$ cat src/rtl/clock_period_meter.sv
// clock_period_meter: measures sig_in rise-to-rise period in clock cycles with stall timeout.
// Optional high_time output enabled by defining CLOCK_PERIOD_METER_HIGH_TIME_EN.
module clock_period_meter #(
  parameter int CNT_W       = 26,
  parameter int TIMEOUT     = 50_000_000,
  parameter int SYNC_STAGES = 2
) (
  input  logic             clock,
  input  logic             reset,
  input  logic             sig_in,
  output logic [CNT_W-1:0] period,
  output logic             period_valid,
  output logic             timeout,
  output logic             armed
`ifdef CLOCK_PERIOD_METER_HIGH_TIME_EN
  ,
  output logic [CNT_W-1:0] high_time
`endif
);
  typedef enum logic {IDLE, MEASURE} state_t;
  state_t                 state;
  logic [SYNC_STAGES-1:0] sync;
  logic                   hist;
  logic                   sync_out;
  logic                   rise;
  logic [CNT_W-1:0]       cnt;
  logic [CNT_W-1:0]       cnt_inc;
  always_comb begin
    sync_out = sync[SYNC_STAGES-1];
    rise     = sync_out & ~hist;
    cnt_inc  = cnt + CNT_W'(1);
  end
  always_ff @(posedge clock) begin
    if (reset) begin
      sync         <= '0;
      hist         <= 1'b0;
      state        <= IDLE;
      cnt          <= '0;
      period       <= '0;
      period_valid <= 1'b0;
      timeout      <= 1'b0;
      armed        <= 1'b0;
    end else begin
      sync         <= {sync[SYNC_STAGES-2:0], sig_in};
      hist         <= sync_out;
      period_valid <= 1'b0;
      if (state == IDLE) begin
        cnt <= '0;
        if (rise) begin
          state <= MEASURE;
          armed <= 1'b1;
        end
      end else if (rise) begin
        period       <= cnt_inc;
        period_valid <= 1'b1;
        timeout      <= 1'b0;
        cnt          <= '0;
      end else if (cnt_inc == CNT_W'(TIMEOUT)) begin
        timeout <= 1'b1;
        cnt     <= '0;
        state   <= IDLE;
        armed   <= 1'b0;
      end else begin
        cnt <= cnt_inc;
      end
    end
  end
`ifdef CLOCK_PERIOD_METER_HIGH_TIME_EN
  logic [CNT_W-1:0] hcnt;
  // The rise cycle itself is the first high cycle of the new period.
  always_ff @(posedge clock) begin
    if (reset) begin
      hcnt      <= '0;
      high_time <= '0;
    end else if (rise) begin
      hcnt <= CNT_W'(1);
      if (state == MEASURE) high_time <= hcnt;
    end else if (sync_out && !(&hcnt)) begin
      hcnt <= hcnt + CNT_W'(1);
    end
  end
`endif
endmodule

$ cat config.mk
export PLATFORM = sky130hd
export DESIGN_NAME = clock_period_meter
export DESIGN_NICKNAME = d
export VERILOG_FILES = /design/src/rtl/clock_period_meter.sv
export SDC_FILE = /design/constraint.sdc
export NUM_CORES = 1
export LEC_CHECK = 0
export CORE_UTILIZATION = 58
export DETAILED_ROUTE_END_ITERATION = 12
export DONT_BUFFER_PORTS = 1
export GPL_ROUTABILITY_DRIVEN = 0
export PLACE_DENSITY = 0.86
export SKIP_LAST_GASP = 1
export SYNTH_ARGS = -nofsm -noshare
export SYNTH_HDL_FRONTEND = slang
export SYNTH_SLANG_ARGS = --single-unit
export TNS_END_PERCENT = 30
$ cat constraint.sdc
create_clock -name clock -period 6.45 [get_ports clock]
set_clock_uncertainty 0.05 [all_clocks]
set_input_delay 1.29 -clock clock [delete_from_list [all_inputs] [get_ports clock]]
set_output_delay 1.29 -clock clock [all_outputs]
set_load 0.01 [all_outputs]
---- After elaboration in Yosys (flattened, before gate mapping) ----
Index checks and enable logic that the tools add are counted.
word-level totals
  input port bits ......................... 3
  logic and storage cells ................. 31
  output and inout bits ................... 29
  bits in registers ....................... 59
cells by class
  reduce and logical (&&, ||, !) cells .... 7
  add/sub/neg operators ................... 1
  equal/unequal tests ..................... 2
  bitwise operators ....................... 3
  multiplexer cells ....................... 10
operators with widths
  operator                 number
  $add A26 B1 Y26 const B  1
  $eq A26 B26 Y1 const B   1
  $mux W1                  10
  $reduce_and A2 Y1        2
  $reduce_bool A2 Y1       2
  $reduce_or A4 Y1         1
  $reduce_and A3 Y1        1
  $ne A2 B2 Y1 const B     1
  $not A1 Y1               2
  $reduce_or A2 Y1         1
  $and A1 B1 Y1            1

---- Logic depth before layout (Yosys ltp) ----
  depth in word-level cells ............... 5
  gate-level depth with buffers ........... 10
  gate-level depth less buffers ........... 8

---- Least setup slack after synthesis ----
OpenSTA, ideal clock, no wires.
  kind .................................... register to register
  from .................................... reg cnt[0]
  to ...................................... reg cnt[18]
  required time ........................... 6.260 ns
  setup slack ............................. 3.677 ns
  clock period less this slack ............ 2.773 ns
  stages on the path, launching flop included .. 11
  path buffers ............................ 2
  arrival ................................. 2.583 ns
  library setup time ...................... 0.140 ns
  path through ............................ dfxtp_1 -> ha_1 -> buf_4 -> nand4_4 -> or3_4 -> or3_1 -> a21oi_1 -> nand4bb_1 -> o31ai_4 -> buf_6 -> nor3_2
between the ends
  cells in the longest elaborated chain, start to end .. 3
RTL lines
  element                     RTL line  RTL
  start: declaration          26        logic [CNT_W-1:0] cnt;
  start signal: assignment    64        cnt <= cnt_inc;
  $add A26 B1 Y26 (*)         31        cnt_inc = cnt + CNT_W'(1);
  $eq A26 B26 Y1              58        end else if (cnt_inc == CNT_W'(TIMEOUT)) begin
  $reduce_or A4 Y1 (no line)  n/a
Every way passes the cells marked *; elsewhere a longest branch is shown, timed or not.
A chain may end at the register's enable or synchronous reset.

---- Worst setup path in the final report ----
  from .................................... reg cnt[0]
  to ...................................... reg cnt[8]
The elaborated chain is that of the path after synthesis.

==> results.sh <==
export IMPL_critPathKind="reg2reg"
export IMPL_maxCapViolCount=0
export IMPL_grt_pass1_wl_um=9890
export IMPL_cts_hold_repair_buffers=0
export IMPL_fp_dieArea_um2=5260
export IMPL_cts_root_buf="clkbuf_8"
export IMPL_finalWorstPathRequiredPeriod_ns=3.60
export IMPL_clock_sinks=59
export IMPL_cts_made_buffers=9
export IMPL_antenna_cells=0
export IMPL_numPlacedInstances=360
export IMPL_fin_cells=375
export IMPL_viasPerCell=6.04
export IMPL_first_pass_iters=4
export IMPL_status="complete, no violations"
export IMPL_setup_violations=0
export IMPL_drt_iter0_markers=137
export IMPL_final_antenna_net_count=0
export IMPL_via_count=2264
export IMPL_drive_gt1_frac=0.153
export IMPL_antenna_found_initial=0
export IMPL_rsz0062_at_grt="no"
export IMPL_cp_start_kind="flop"
export IMPL_syn_area_um2=2890
export IMPL_crit_fanout=14
export IMPL_end_kind="flop"
export IMPL_leakage_nw=0.884
export IMPL_routed_wl_um=5980
export IMPL_grt_max_degree=52
export IMPL_synthArstFlopShare=0
export IMPL_start_util=0.607
export IMPL_hold_class="reg2reg"
export IMPL_ys_ff_latch=59
export IMPL_synth_area_per_cell_um2=9.25
export IMPL_timing_final_crit_share=0.557
export IMPL_drc=0
export IMPL_syn_inst=312
export IMPL_die_h_um=72.5
export IMPL_irDropWorstVdd_mv=0.129
export IMPL_timing_final_max_slew_violations=0
export IMPL_synth_seq_area_share=0.409
export IMPL_syn_to_final_growth_pct=4.77
export IMPL_setup_ws_ns=2.85
export IMPL_overflow=0
export IMPL_ios=32
export IMPL_htreeDepth=3
export IMPL_rows=25
export IMPL_ys_warnings_count=0
export IMPL_fp_coreArea_um2=4750
export IMPL_grt_usage=0.249
export IMPL_fp_dieW_um=72.5
export IMPL_power_density_nw_per_um2=221
export IMPL_cp_arrival_ns=3.74
export IMPL_slew_headroom=0.393
export IMPL_wl_per_cell_um=15.9
export IMPL_cts_tree="done"
export IMPL_setup_tns_ns=0
export IMPL_clk_pin_slew_ns=0.06
export IMPL_io_buffers=0
export IMPL_grt_pass1_vias=2193
export IMPL_cts_resized=0
export IMPL_place_hpwl_um=4140
export IMPL_synth_cell_types=54
export IMPL_cts_setup_buffers=0
export IMPL_synth_edff_count=0
export IMPL_clock_latency_ns=0.34
export IMPL_synth_top_flop_cell="dfxtp_1"
export IMPL_post_place_ws_ns=2.89
export IMPL_clk_path_buf_depth=2
export IMPL_fin_nets=310
export IMPL_hold_violations=0
export IMPL_syn_nets=318
export IMPL_fmax_mhz=278
export IMPL_tightest_slew_ns=0.911
export IMPL_worstPathRequired_ns=6.60
## worst max-delay path: stages, from the launching register on
cell and delay [ns]:
dfxtp_1 0.46, ha_1 0.41, nand4_4 0.16, nor2_1 0.49, o2111ai_1 0.18, a21boi_0 0.36
o2111ai_1 0.25, o31ai_4 0.63, buf_4 0.39, nor3_2 0.08
## metal layers
metal / part of all wire / vias to the layer above / GRT usage
li1: - / 1125 / -
met1: 0.46 / 1050 / 0.307
met2: 0.46 / 75 / 0.379
met3: 0.058 / 14 / 0.0792
met4: 0.025 / 0 / 0.146
met5: 0 / - / 0
## synthesized netlist by cell type, types with 2 or more instances
library cell / n / area, um^2
xor2_1: 12 / 105
clkbuf_1: 11 / 41.3
nor3_1: 14 / 70.1
nand4_4: 2 / 42.5
o21ai_0: 3 / 15.0
nor3b_1: 2 / 15.0
xnor2_1: 11 / 96.3
nand4b_1: 2 / 17.5
o2111ai_1: 2 / 17.5
nor3_2: 19 / 190
a211oi_1: 27 / 203
buf_2: 2 / 10.0
a21oi_1: 3 / 15.0
nand2_1: 14 / 52.6
dfxtp_1: 59 / 1180
and4_1: 2 / 17.5
or3_4: 2 / 22.5
nand2b_1: 3 / 18.8
nor2b_1: 3 / 18.8
buf_6: 3 / 33.8
buf_4: 4 / 30.0
nand3_1: 11 / 55.1
ha_1: 3 / 37.5
o31a_1: 3 / 26.3
and2_1: 2 / 12.5
nor2_1: 42 / 158
nor4_1: 8 / 50.1
nand4_1: 10 / 62.6
inv_1: 6 / 22.5
nand3b_1: 3 / 22.5
## per-stage QoR
| stage | util | hold WS [ns] | cell area [um^2] | power (mW) |
|---|---|---|---|---|
| final | 0.636 | 0.389 | 3020 | 0.668 |
| after global routing | 0.636 | 0.423 | 3020 | 0.690 |
| after CTS | 0.636 | 0.389 | 3020 | 0.673 |
| after detailed placement | 0.602 | 0.383 | 2860 | 0.396 |
| after global placement | 0.602 | 0.379 | 2860 | 0.395 |
| after floorplan | - | 0.364 | 2890 | 0.397 |
## where the power goes
| group | internal [mW] | total (mW) | switching [mW] |
|---|---|---|---|
| clock network | 0.146 | 0.280 | 0.134 |
| registers | 0.368 | 0.373 | 0.00440 |
| logic | 0.00559 | 0.0152 | 0.00957 |
| total | 0.520 | 0.668 | 0.148 |
## state kept, by name (all words and copies together), names as in the netlist
signal and count:
cnt 26, sync 2, period 26, timeout 1, armed 1, state 1, period_valid 1, hist 1
## cell families after synthesis
logic type	share of synthesized area
and+or+nand+nor	0.322
xor gates and xnor gates	0.0698
AOI/OAI and AO/OA	0.132
DFF	0.409
adders and majority gates	0.0130
buffers and inverters	0.0507
muxes	0.00347
## cell type report
class	instances	area (um^2)
Clock buffer	12	145
Clock inverter	3	15.0
Fill cell	410	1730
Inverter	6	22.5
Multi-Input combinational cell	226	1560
Sequential cell	59	1180
Tap cell	67	83.8
Timing Repair Buffer	2	15.0
## cells in the final DEF, fill, tap and decap left out, drive strengths merged, types with 2 or more instances in the layout
| master | instances |
|---|---|
| nand2 | 14 |
| xnor2 | 11 |
| or3 | 3 |
| ha | 3 |
| o31ai | 2 |
| nor2 | 42 |
| and2 | 4 |
| inv | 6 |
| clkbuf | 12 |
| nand3b | 3 |
| buf | 2 |
| and4 | 2 |
| a211oi | 27 |
| o21ai | 3 |
| a21oi | 3 |
| clkinv | 3 |
| nor4 | 9 |
| o31a | 3 |
| nand2b | 4 |
| nand4b | 2 |
| dfxtp | 59 |
| nor3b | 2 |
| nor2b | 3 |
| o2111ai | 2 |
| xor2 | 12 |
| nand4 | 12 |
| nor3 | 33 |
| nand3 | 12 |
## final timing paths
kind,cells past startpoint,start,slack (ns),endpoint
setup / recovery,9,cnt[0],2.85,cnt[8]
hold reg to reg,1,sync[0],0.39,sync[1]
hold / removal,1,sync[0],0.39,sync[1]
setup reg to reg,9,cnt[0],2.85,cnt[8]
(Power assumes the default switching activity.)
